File: config.mk
export PLATFORM = sky130hd
export DESIGN_NAME = div_unsigned_mc_flat
export DESIGN_NICKNAME = d
export VERILOG_FILES = /design/src/rtl/div_unsigned_mc_if.sv /design/src/rtl/div_unsigned_mc.sv /design/src/flat_wrapper.sv
export SDC_FILE = /design/constraint.sdc
export NUM_CORES = 1
export LEC_CHECK = 0
export BUFFER_PORTS_ARGS = -buffer_cell sky130_fd_sc_hd__buf_4
export CORE_ASPECT_RATIO = 1.75
export CORE_UTILIZATION = 55
export DETAILED_ROUTE_END_ITERATION = 16
export GPL_TIMING_DRIVEN = 0
export PLACE_DENSITY = 0.76
export SLEW_MARGIN = 20
export SYNTH_ARGS = -nofsm -noshare
export SYNTH_HDL_FRONTEND = slang
export SYNTH_SLANG_ARGS = --single-unit
File: constraint.sdc
create_clock -name aclk -period 6.99 [get_ports aclk]
set_input_delay 1.0485 -clock aclk [delete_from_list [all_inputs] [get_ports aclk]]
set_output_delay 1.0485 -clock aclk [all_outputs]
set_load 0.05 [all_outputs]
File: src/rtl/div_unsigned_mc_if.sv
// Stream bundle for div_unsigned_mc: {divisor, dividend} in, {remainder, quotient} out.
// The divider is the slave; whoever feeds it and drains it uses the master modport.
interface div_unsigned_mc_if #(
    parameter int DIVIDEND_W = 16,
    parameter int DIVISOR_W  = 3,
    parameter int USER_W     = 1
);
    logic [DIVISOR_W+DIVIDEND_W-1:0] s_axis_data;
    logic [USER_W-1:0]               s_axis_user;
    logic                            s_axis_valid;
    logic                            s_axis_ready;
    logic [DIVISOR_W+DIVIDEND_W-1:0] m_axis_data;
    logic [USER_W-1:0]               m_axis_user;
    logic                            m_axis_err;
    logic                            m_axis_valid;
    logic                            m_axis_ready;

    modport slave (
        input  s_axis_data, s_axis_user, s_axis_valid, m_axis_ready,
        output s_axis_ready, m_axis_data, m_axis_user, m_axis_err, m_axis_valid
    );

    modport master (
        output s_axis_data, s_axis_user, s_axis_valid, m_axis_ready,
        input  s_axis_ready, m_axis_data, m_axis_user, m_axis_err, m_axis_valid
    );
endinterface

File: src/rtl/div_unsigned_mc.sv
// Multi-cycle unsigned divider: fast path for divisor 0/1, restoring shift-subtract otherwise.
// Optional macro DIV_POW2_FAST_EN sends power-of-two divisors down the fast path as well.
module div_unsigned_mc #(
    parameter int DIVIDEND_W = 16,
    parameter int DIVISOR_W  = 3,
    parameter int USER_W     = 1,
    parameter int SIM_DELAY  = 1
) (
    input  logic               aclk,
    input  logic               aresetn,
    input  logic               aclken,
    div_unsigned_mc_if.slave   bus
);
    localparam int WIDE_W = DIVIDEND_W + DIVISOR_W;
    localparam int IDX_W  = $clog2(DIVIDEND_W);

    // SIM_DELAY is accepted for drop-in compatibility; register updates carry no delay here.
    if (DIVIDEND_W < 2 || DIVISOR_W < 1 || DIVISOR_W > DIVIDEND_W || SIM_DELAY < 0) begin : g_bad_params
        $error("div_unsigned_mc: illegal parameter set");
    end

    typedef enum logic [2:0] {
        ST_IDLE = 3'b001,
        ST_CALC = 3'b010,
        ST_OUT  = 3'b100
    } state_t;

    state_t                  state_q, state_d;
    logic [IDX_W-1:0]        idx_q, idx_d;
    logic [DIVIDEND_W-1:0]   rem_q, rem_d;
    logic [DIVISOR_W-1:0]    dvsr_q, dvsr_d;
    logic [DIVIDEND_W-1:0]   quot_q, quot_d;
    logic [USER_W-1:0]       user_q, user_d;
    logic                    err_q, err_d;

    logic [DIVIDEND_W-1:0]   in_dividend_s;
    logic [DIVISOR_W-1:0]    in_divisor_s;
    logic                    accept_s;
    logic [WIDE_W-1:0]       shifted_s;
    logic [WIDE_W-1:0]       rem_wide_s;
    logic                    ge_s;
    logic [DIVIDEND_W-1:0]   rem_next_s;

`ifdef DIV_POW2_FAST_EN
    function automatic logic is_pow2_gt1(input logic [DIVISOR_W-1:0] v);
        return (v > DIVISOR_W'(1)) && ((v & (v - DIVISOR_W'(1))) == {DIVISOR_W{1'b0}});
    endfunction

    function automatic int pow2_log(input logic [DIVISOR_W-1:0] v);
        int r;
        r = 0;
        for (int b = 0; b < DIVISOR_W; b++) begin
            if (v[b]) begin
                r = b;
            end else begin
                r = r;
            end
        end
        return r;
    endfunction
`endif

    assign in_dividend_s = bus.s_axis_data[DIVIDEND_W-1:0];
    assign in_divisor_s  = bus.s_axis_data[WIDE_W-1:DIVIDEND_W];
    assign accept_s      = aclken & bus.s_axis_valid & (state_q == ST_IDLE);

    // The compare runs at the full widened width so divisor<<i never overflows.
    assign shifted_s  = WIDE_W'(dvsr_q) << idx_q;
    assign rem_wide_s = WIDE_W'(rem_q);
    assign ge_s       = (rem_wide_s >= shifted_s);
    assign rem_next_s = ge_s ? (rem_q - DIVIDEND_W'(shifted_s)) : rem_q;

    // Next-state and datapath update for the IDLE/CALC/OUT controller.
    always_comb begin
        state_d = state_q;
        idx_d   = idx_q;
        rem_d   = rem_q;
        dvsr_d  = dvsr_q;
        quot_d  = quot_q;
        user_d  = user_q;
        err_d   = err_q;
        case (state_q)
            ST_IDLE: begin
                if (accept_s) begin
                    dvsr_d = in_divisor_s;
                    user_d = bus.s_axis_user;
                    quot_d = {DIVIDEND_W{1'b0}};
                    err_d  = (in_divisor_s == {DIVISOR_W{1'b0}});
                    idx_d  = IDX_W'(DIVIDEND_W - 1);
                    rem_d  = in_dividend_s;
                    if (in_divisor_s == {DIVISOR_W{1'b0}}) begin
                        quot_d  = {DIVIDEND_W{1'b1}};
                        state_d = ST_OUT;
                    end else if (in_divisor_s == DIVISOR_W'(1)) begin
                        quot_d  = in_dividend_s;
                        rem_d   = {DIVIDEND_W{1'b0}};
                        state_d = ST_OUT;
`ifdef DIV_POW2_FAST_EN
                    end else if (is_pow2_gt1(in_divisor_s)) begin
                        quot_d  = in_dividend_s >> pow2_log(in_divisor_s);
                        rem_d   = in_dividend_s & ~({DIVIDEND_W{1'b1}} << pow2_log(in_divisor_s));
                        state_d = ST_OUT;
`endif
                    end else begin
                        state_d = ST_CALC;
                    end
                end else begin
                    state_d = ST_IDLE;
                end
            end
            ST_CALC: begin
                if (aclken) begin
                    quot_d[idx_q] = ge_s;
                    rem_d         = rem_next_s;
                    if ((idx_q == {IDX_W{1'b0}}) || (rem_next_s == {DIVIDEND_W{1'b0}})) begin
                        state_d = ST_OUT;
                    end else begin
                        idx_d = idx_q - IDX_W'(1);
                    end
                end else begin
                    state_d = ST_CALC;
                end
            end
            ST_OUT: begin
                if (aclken && bus.m_axis_ready) begin
                    state_d = ST_IDLE;
                end else begin
                    state_d = ST_OUT;
                end
            end
            default: begin
                state_d = ST_IDLE;
            end
        endcase
    end

    // State and datapath registers; aclken low freezes everything.
    always_ff @(posedge aclk or negedge aresetn) begin
        if (!aresetn) begin
            state_q <= ST_IDLE;
            idx_q   <= {IDX_W{1'b0}};
            rem_q   <= {DIVIDEND_W{1'b0}};
            dvsr_q  <= {DIVISOR_W{1'b0}};
            quot_q  <= {DIVIDEND_W{1'b0}};
            user_q  <= {USER_W{1'b0}};
            err_q   <= 1'b0;
        end else if (aclken) begin
            state_q <= state_d;
            idx_q   <= idx_d;
            rem_q   <= rem_d;
            dvsr_q  <= dvsr_d;
            quot_q  <= quot_d;
            user_q  <= user_d;
            err_q   <= err_d;
        end else begin
            state_q <= state_q;
            idx_q   <= idx_q;
            rem_q   <= rem_q;
            dvsr_q  <= dvsr_q;
            quot_q  <= quot_q;
            user_q  <= user_q;
            err_q   <= err_q;
        end
    end

    assign bus.s_axis_ready = aresetn & aclken & (state_q == ST_IDLE);
    assign bus.m_axis_valid = aresetn & aclken & (state_q == ST_OUT);
    assign bus.m_axis_data  = {rem_q[DIVISOR_W-1:0], quot_q};
    assign bus.m_axis_user  = user_q;
    assign bus.m_axis_err   = err_q;
endmodule

File: src/flat_wrapper.sv
// flat-port wrapper written by rule: the top's interface ports become plain ports
module div_unsigned_mc_flat 
#(
    parameter int DIVIDEND_W = 16,
    parameter int DIVISOR_W  = 3,
    parameter int USER_W     = 1,
    parameter int SIM_DELAY  = 1
)
  (aclk, aresetn, aclken, bus_s_axis_data, bus_s_axis_user, bus_s_axis_valid, bus_m_axis_ready, bus_s_axis_ready, bus_m_axis_data, bus_m_axis_user, bus_m_axis_err, bus_m_axis_valid);
  div_unsigned_mc_if #(.DIVIDEND_W(DIVIDEND_W), .DIVISOR_W(DIVISOR_W), .USER_W(USER_W)) bus_i ();
  input  logic aclk;
  input  logic aresetn;
  input  logic aclken;
  input wire logic [$bits(bus_i.s_axis_data)-1:0] bus_s_axis_data;
  input wire logic [$bits(bus_i.s_axis_user)-1:0] bus_s_axis_user;
  input wire logic [$bits(bus_i.s_axis_valid)-1:0] bus_s_axis_valid;
  input wire logic [$bits(bus_i.m_axis_ready)-1:0] bus_m_axis_ready;
  output wire logic [$bits(bus_i.s_axis_ready)-1:0] bus_s_axis_ready;
  output wire logic [$bits(bus_i.m_axis_data)-1:0] bus_m_axis_data;
  output wire logic [$bits(bus_i.m_axis_user)-1:0] bus_m_axis_user;
  output wire logic [$bits(bus_i.m_axis_err)-1:0] bus_m_axis_err;
  output wire logic [$bits(bus_i.m_axis_valid)-1:0] bus_m_axis_valid;
  assign bus_i.s_axis_data = bus_s_axis_data;
  assign bus_i.s_axis_user = bus_s_axis_user;
  assign bus_i.s_axis_valid = bus_s_axis_valid;
  assign bus_i.m_axis_ready = bus_m_axis_ready;
  assign bus_s_axis_ready = bus_i.s_axis_ready;
  assign bus_m_axis_data = bus_i.m_axis_data;
  assign bus_m_axis_user = bus_i.m_axis_user;
  assign bus_m_axis_err = bus_i.m_axis_err;
  assign bus_m_axis_valid = bus_i.m_axis_valid;
  div_unsigned_mc #(.DIVIDEND_W(DIVIDEND_W), .DIVISOR_W(DIVISOR_W), .USER_W(USER_W), .SIM_DELAY(SIM_DELAY)) u_core (.aclk(aclk), .aresetn(aresetn), .aclken(aclken), .bus(bus_i));
endmodule
======== After elaboration in Yosys (flattened, before gate mapping) ========
Cells that the tools add are included.
operators by class
  order comparisons ....................... 3
  bitwise gates (word level) .............. 5
  add/sub/neg operators ................... 2
  reductions and logical operators ........ 11
  equality and inequality tests ........... 7
  shift-type cells ........................ 1
  mux-type cells .......................... 21
operator list
  cell                                                        number
  two-way mux 16 bit                                          7
  one-hot mux 16 bit (2 select lines)                         2
  >= comparator 16 x 19 -> 1 bit                              1
  << shifter 3 x 4 -> 19 bit                                  1
  bitwise mux 16 bit                                          1
  logical NOT 16 bit                                          1
  subtractor 16 bit                                           1
  two-way mux 3 bit                                           5
  one-hot mux 3 bit (3 select lines)                          1
  two-way mux 4 bit                                           2
  one-hot mux 4 bit (2 select lines)                          1
  equality test 3 x 1 -> 1 bit, second input constant         2
  AND reduction 3 bit                                         2
  bitwise AND 1 bit                                           5
  less-than comparator 4 x 5 -> 1 bit, second input constant  1
  demux 1 bit (select 4 bit)                                  1
  >= comparator 4 x 1 -> 1 bit, second input constant         1
  logical NOT 4 bit                                           1
  inequality test 2 x 1 -> 1 bit, second input constant       2
  AND reduction 4 bit                                         1
  subtractor 4 x 1 -> 4 bit, second input constant            1
  equality test 3 x 2 -> 1 bit, second input constant         1
  equality test 3 bit, second input constant                  1
  logical NOT 3 bit                                           1
  6 further kinds                                             7
word-level totals
  bits of input ports ..................... 25
  register bits ........................... 44

======== Longest topological paths before layout ========
Gate-level depths: netlist of the first run.
  depth after elaboration ................. 7
  mapped depth ............................ 16
  mapped depth without buffers ............ 15

======== Worst setup path after synthesis of the first run ========
OpenSTA, ideal clock, no wires.
  path type ............................... register to register
  start ................................... register u_core.idx_q[0]
  end ..................................... register u_core.idx_q[0]
  slack ................................... 3117 ps
  stages on the path, launching flop included .. 17
  arrival time ............................ 3747 ps
  library setup time ...................... 126 ps
  data required time ...................... 6864 ps
  path through ............................ dfrtp_1 > buf_6 > inv_1 > nand2_1 > nor4_1 > ha_1 > inv_1 > fa_1 > a21o_1 > a221oi_4 > xnor2_1 > or4b_1 > or4_1 > nor4_2 > o2111a_2 > nor2_2 > o32a_1
between the ends
  word-level cells in the longest chain between the ends .. 7
RTL lines
  element                                                                     line                                          RTL
  start: declaration                                                          div_unsigned_mc.sv:29                         logic [IDX_W-1:0] idx_q, idx_d;
  start signal: assignment                                                    div_unsigned_mc.sv:141                        idx_q <= {IDX_W{1'b0}};
  start signal: assignment                                                    div_unsigned_mc.sv:149                        idx_q <= idx_d;
  start signal: assignment                                                    div_unsigned_mc.sv:157                        idx_q <= idx_q;
  << shifter 3 x 4 -> 19 bit                                                  div_unsigned_mc.sv:68                         assign shifted_s = WIDE_W'(dvsr_q) << idx_q;
  subtractor 16 bit / >= comparator 16 x 19 -> 1 bit (equally long branches)  div_unsigned_mc.sv:71, div_unsigned_mc.sv:70
  two-way mux 16 bit                                                          div_unsigned_mc.sv:71                         assign rem_next_s = ge_s ? (rem_q - DIVIDEND_W'(shifted_s)) : rem_q;
  logical NOT 16 bit                                                          div_unsigned_mc.sv:115                        if ((idx_q == {IDX_W{1'b0}}) || (rem_next_s == {DIVIDEND_W{1'b0}})) begin
  logical OR 1 bit                                                            div_unsigned_mc.sv:115
  inequality test 2 bit (no source line)                                      --
  AND reduction 4 bit (no source line)                                        --
Parallel ways exist; a longest one is shown, timed or not. The select of a mux whose other input is x is not followed.
A chain may end at the register's enable or synchronous reset.

======== Worst setup path in the final report of the first run ========
  start ................................... register u_core.idx_q[3]
  end ..................................... register u_core.quot_q[12]
between the ends
  word-level cells in the longest chain between the ends .. 6
RTL lines
  element                                                                                 line                    RTL
  parallel branches: the longest is 4 deep, another holds >= comparator 16 x 19 -> 1 bit  --
  bitwise mux 16 bit *                                                                    div_unsigned_mc.sv:113  quot_d[idx_q] = ge_s;
  one-hot mux 16 bit (2 select lines) *                                                   div_unsigned_mc.sv:82   case (state_q)
  end signal: assignment                                                                  div_unsigned_mc.sv:144  quot_q <= {DIVIDEND_W{1'b0}};
  end signal: assignment                                                                  div_unsigned_mc.sv:152  quot_q <= quot_d;
  end signal: assignment                                                                  div_unsigned_mc.sv:160  quot_q <= quot_q;
  end: declaration                                                                        div_unsigned_mc.sv:32   logic [DIVIDEND_W-1:0] quot_q, quot_d;
Mark *: on every way between the ends.

==> out/results.ini, run 1 <==
[min_path]
hp-class=reg -> reg
hold_start=u_core.bus.m_axis_user

[place]
hpwl_mm=9.40
port_buffers=46
pre_cts_ws_ns=2.00
place_congestion=0.976
placed_area_sq_mm=0.00409
dp.cells=595

[die]
io_pins=48
rows=38
chipWidth_um=63.5
initial_utilization=0.581
core-area_sq_mm=0.00628
die-area_sq_mm=0.00697
die_h_um=110

[global_routing]
overflow=0
antenna_found_initial=0
grt_usage=0.364
grt_pass1_vias=3830
grt_pass1_wl_mm=19.1
grt_start_max_net_pins=46

[finish]
final_cells=603
finalNetCount=568
area_growth_pct=15.0
n_antenna_cell=0
drive_gt1_frac=0.151
finish.utilization=0.667
stdcell_area_sq_mm=0.00419

[synthesis]
yosysSeqAreaShare=0.303
synth-edff-count=0
syn-num-nets=515
synth-seq-cells=44
ys.flop_type=dfrtp_1
yosysWarnings=0
async_flop_share=1.00
synth.avg_cell_area_sq_um=7.77
post_synth_instance_area_sq_mm=0.00364
syn-instance-count=469
yosys.cell_types.count=60

[clock_network]
cts_hold_buf=0
clk_pin_slew_ns=0.08
cts_resized=0
cts_max_level=2
cts.path.max_buffers=2
cts_tree=built
root_buffer=clkbuf_8
clk_latency_ns=0.31
clock-sinks=44
cts-buffers-inserted=5
cts_setup_buffers=0

[routing]
drt_first_pass_iters=5
detail-route-antenna-nets=0
via_per_inst=6.48
first_iter_violations=326
wire_per_inst_um=20.1
wirelength_mm=12.1
route.vias.total=3907
drc=0

[sta]
hold_viol_final=0
fmax_ghz=0.194
clock_skew_ns=0.00834
period_minus_slack_ns=5.17
setup_viol=0
worst_slew_pin_slew_ns=0.785
fin_crit_sh=0.739
relSlewSlack=0.474
hold_slack_ns=0.485
worst_slack_ns=1.82
setup-tns-final_ns=0
drv_slew=0
rsz0062_at_grt=no

[power]
power.density_mw_per_mm2=480
leakage_nw=1.86
design_power_total_mw=2.01
ir_worst_vdd_v=0.000253

[critical_path]
reg2reg_setup_slack_ns=1.82
worstPathArrival_ns=5.39
startpoint_type=flip-flop
worstSetupEndpointType=flip-flop
worstSetupPathType=reg -> reg
critPathRequiredTime_ns=7.22
path_max_fanout=10
reg2reg_from=u_core.idx_q[3]
cp-startpoint=u_core.idx_q[3]

[outcome]
status=finished clean

[job]
max_cap_viol_count=0

## final cells by class
cell class | instances | area (sq um)
fillers | 599 | 2090
multi-input cells | 381 | 2320
inverters | 15 | 58.8
well taps | 80 | 100
repair buffers | 46 | 345
flip-flops and latches | 44 | 1100
plain buffers | 29 | 158
clock buffers | 8 | 100
## where the power goes
group          internal, mW  total, mW  switching, mW  leakage [nW]
logic                 0.505       1.39          0.883          1.26
clock network        0.0903      0.181         0.0906        0.0515
registers             0.350      0.442         0.0921         0.552
total                 0.946       2.01           1.07          1.86
## Yosys cell counts, drive strengths merged (4+ instances only)
cell type / instances / share of area
nand2: 80 / 0.082
nor2: 45 / 0.047
o21ai: 44 / 0.060
dfrtp: 43 / 0.30
a21oi: 32 / 0.044
ha: 20 / 0.069
a31oi: 19 / 0.033
clkbuf: 16 / 0.016
inv: 15 / 0.016
buf: 13 / 0.027
o22ai: 13 / 0.022
nand3: 9 / 0.012
a22oi: 8 / 0.016
nor3: 8 / 0.012
mux2i: 7 / 0.019
nand4: 7 / 0.012
nor4: 7 / 0.014
xnor2: 7 / 0.017
a21o: 6 / 0.012
nand2b: 6 / 0.010
a222oi: 5 / 0.014
and3: 5 / 0.0086
a211oi: 4 / 0.0082
nor2b: 4 / 0.0069
o31ai: 4 / 0.0082
or2: 4 / 0.0069
xor2: 4 / 0.0096
## worst max-delay path: stages, from the launching register on
cell and delay, ns:
dfrtp_1 0.45, clkbuf_1 0.38, nor2b_1 0.44, a22oi_1 0.23
ha_1 0.35, clkbuf_1 0.37, nand4_1 0.23, nor4_1 0.37
nor4_1 0.11, a311oi_2 0.68, inv_4 0.11, nor2_1 0.45
clkbuf_1 0.45, nand3_1 0.26, a31oi_1 0.21
## placed cells by master, fill, tap and decap left out, types with 4 or more instances in the layout
| cell | n |
|---|---|
| a211oi_1 | 4 |
| a21o_1 | 6 |
| a21oi_1 | 32 |
| a222oi_1 | 5 |
| a22oi_1 | 8 |
| a31oi_1 | 19 |
| and3_1 | 5 |
| buf_1 | 4 |
| buf_4 | 51 |
| buf_6 | 4 |
| clkbuf_1 | 17 |
| clkbuf_8 | 7 |
| dfrtp_1 | 43 |
| ha_1 | 20 |
| inv_1 | 14 |
| mux2i_1 | 7 |
| nand2_1 | 80 |
| nand2b_1 | 6 |
| nand3_1 | 9 |
| nand4_1 | 7 |
| nor2_1 | 44 |
| nor2b_1 | 4 |
| nor3_1 | 7 |
| nor4_1 | 6 |
| o21ai_0 | 32 |
| o21ai_1 | 12 |
| o22ai_1 | 13 |
| o31ai_1 | 4 |
| or2_2 | 4 |
| xnor2_1 | 7 |
| xor2_1 | 4 |
## sequential cells by signal, summed over array words and instances (netlist names)
signal	count
u_core.dvsr_q	3
u_core.state_q	3
u_core.bus.m_axis_user	1
u_core.idx_q	4
u_core.bus.m_axis_err	1
u_core.rem_q	16
u_core.quot_q	16
## final timing paths
path | end | cells past startpoint
setup / recovery | u_core.quot_q[12] | 14
min in group asynchronous | u_core.rem_q[8] | 1
hold / removal | u_core.bus.m_axis_user | 2
max in group asynchronous | u_core.rem_q[0] | 1
setup reg to reg | u_core.quot_q[12] | 14
hold reg to reg | u_core.bus.m_axis_user | 2
## logic make-up after synthesis
group / Yosys count / synth area share
multiplexers: 9 / 0.0254
AND/OR/NAND/NOR: 188 / 0.244
AO/OA/AOI/OAI: 152 / 0.268
flip-flops: 44 / 0.303
XOR/XNOR: 11 / 0.0264
buffers and inverters: 44 / 0.0594
adder cells (fa/ha/maj): 21 / 0.0742
## per-layer routing
metal | vias up | part of all wire | GRT usage
li1 | 1823 | - | -
met4 | 0 | 0.061 | 0.235
met2 | 191 | 0.52 | 0.663
met1 | 1850 | 0.36 | 0.394
met3 | 43 | 0.054 | 0.0373
met5 | - | 0 | 0
Power figures use the tool's default switching activity.
==> inputs of run 2 (changes only) <==
CORE_UTILIZATION = 53   (was 55)
clock period = 4.6 ns   (was 6.99 ns; I/O delays follow)
==> run 2 against run 1 <==
Routed wire length rose by 0.91%. Total power up 61%. Final cell count increased by 1.0%. Clock power up 130%.
==> out/results.ini, run 2 (synthesis gave the netlist of run 1 again) <==
[clock_network]
clk_pin_slew_ns=0.06
clock-sinks=44
cts_hold_buf=0
cts_max_level=2
clk_latency_ns=0.29
cts_tree=built
cts.path.max_buffers=2
root_buffer=clkbuf_16
cts-buffers-inserted=5

[critical_path]
path_max_fanout=8
startpoint_type=flip-flop
worstSetupEndpointType=flip-flop
worstPathArrival_ns=4.56
worstSetupPathType=reg -> reg
critPathRequiredTime_ns=4.77

[routing]
drt_first_pass_iters=5
via_per_inst=6.50
route.vias.total=3961
first_iter_violations=321
wirelength_mm=12.2
drc=0
detail-route-antenna-nets=0
wire_per_inst_um=20.1

[die]
io_pins=48
core-area_sq_mm=0.00659
initial_utilization=0.553
die_h_um=112
chipWidth_um=64.7
die-area_sq_mm=0.00722
rows=39

[global_routing]
antenna_found_initial=0
grt_pass1_vias=3866
grtUsageMet3=0.0379
met1_usage=0.394
met2_usage=0.601
grt_usage=0.356
grt_pass1_wl_mm=19.3
grt.busiest_layer=met2
overflow=0
grt_start_max_net_pins=46

[sta]
clock_skew_ns=0.00619
fmax_ghz=0.228
worst_slew_pin_slew_ns=0.798
fin_crit_sh=0.953
hold_slack_ns=0.388
setup_viol=0
rsz0062_at_grt=no
relSlewSlack=0.468
period_minus_slack_ns=4.38
hold_viol_final=0
drv_slew=0

[finish]
area_growth_pct=18.1
finish.utilization=0.653
largest_registers=u_core.quot_q (16), u_core.rem_q (16), u_core.idx_q (4)
mostFrequentLayoutCells=nand2_1, buf_4, dfrtp_1
n_antenna_cell=0
drive_gt1_frac=0.173
final_cells=609
layout_commonest_cell=nand2_1
finalNetCount=572

[place]
port_buffers=46
dp.cells=597
place_congestion=0.994
hpwl_mm=9.45

[min_path]
hp-class=in -> async

[outcome]
status=finished clean

[power]
ir_worst_vdd_v=0.000383
power.density_mw_per_mm2=754
leakage_nw=1.92

[job]
max_cap_viol_count=0

run 2: what timing repair did:
item | in CTS | in global routing
pin swaps | 1 | 1
setup buffers | 2 | 2
resized for setup | 1 | 9
setup endpoints to repair | 26 | 27
run 2: worst max-delay path, cell delays in order (launching register included):
cell      delay [ns]
dfrtp_1         0.40
buf_6           0.15
inv_1           0.09
nand2_1         0.13
nor4_1          0.25
ha_1            0.23
inv_1           0.05
fa_1            0.40
a21o_1          0.23
a221oi_4        0.34
xnor2_1         0.16
or4b_1          0.52
or4_1           0.46
nor4_2          0.17
o2111a_2        0.30
nor2_2          0.07
o32a_1          0.29
run 2: per-stage QoR:
step / worst slack (ns) / instance area, sq um / setup TNS (ns) / total power [mW]
detailed placement: -0.408 / 4090 / -5.95 / 2.73
global placement: -0.402 / 4090 / -5.83 / 2.70
finish: 0.215 / 4300 / 0 / 3.25
global route: 0.0409 / 4300 / 0 / 3.44
CTS: 0.0673 / 4270 / 0 / 3.18
floorplan: 0.727 / 3640 / 0 / 2.19
run 2: layout make-up:
cell class                      instances  area, sq um
Multi-Input combinational cell        381         2340
Fill cell                             623         2280
Sequential cell                        44         1100
Timing Repair Buffer                   50          375
Buffer                                 29          161
Clock buffer                            6          129
Tap cell                               82          103
Inverter                               15         58.8
Clock inverter                          2         35.0
run 2: final timing paths:
check                                        from                endpoint  slack [ns]  cells past startpoint
max in group asynchronous                 aresetn         u_core.rem_q[1]        3.77                      1
hold / removal                            aresetn       u_core.quot_q[12]        0.39                      1
setup / recovery                  u_core.idx_q[0]         u_core.idx_q[0]        0.22                     16
setup reg to reg                  u_core.idx_q[0]         u_core.idx_q[0]        0.22                     16
hold reg to reg            u_core.bus.m_axis_user  u_core.bus.m_axis_user        0.48                      2
min in group aclk          u_core.bus.m_axis_user  u_core.bus.m_axis_user        0.48                      2
run 2: report_power, final:
part           switching (mW)  leakage (nW)  internal (mW)
Combinational            1.35          1.29          0.814
Clock                   0.153        0.0808          0.256
Sequential              0.144         0.552          0.533
Total                    1.64          1.92           1.60
run 2: routing by layer:
layer	share of wire	wire length [um]	up-vias
li1	-	-	1837
met1	0.38	4630	1890
met2	0.50	6140	183
met3	0.047	574	51
met4	0.071	870	0
met5	0	0	-
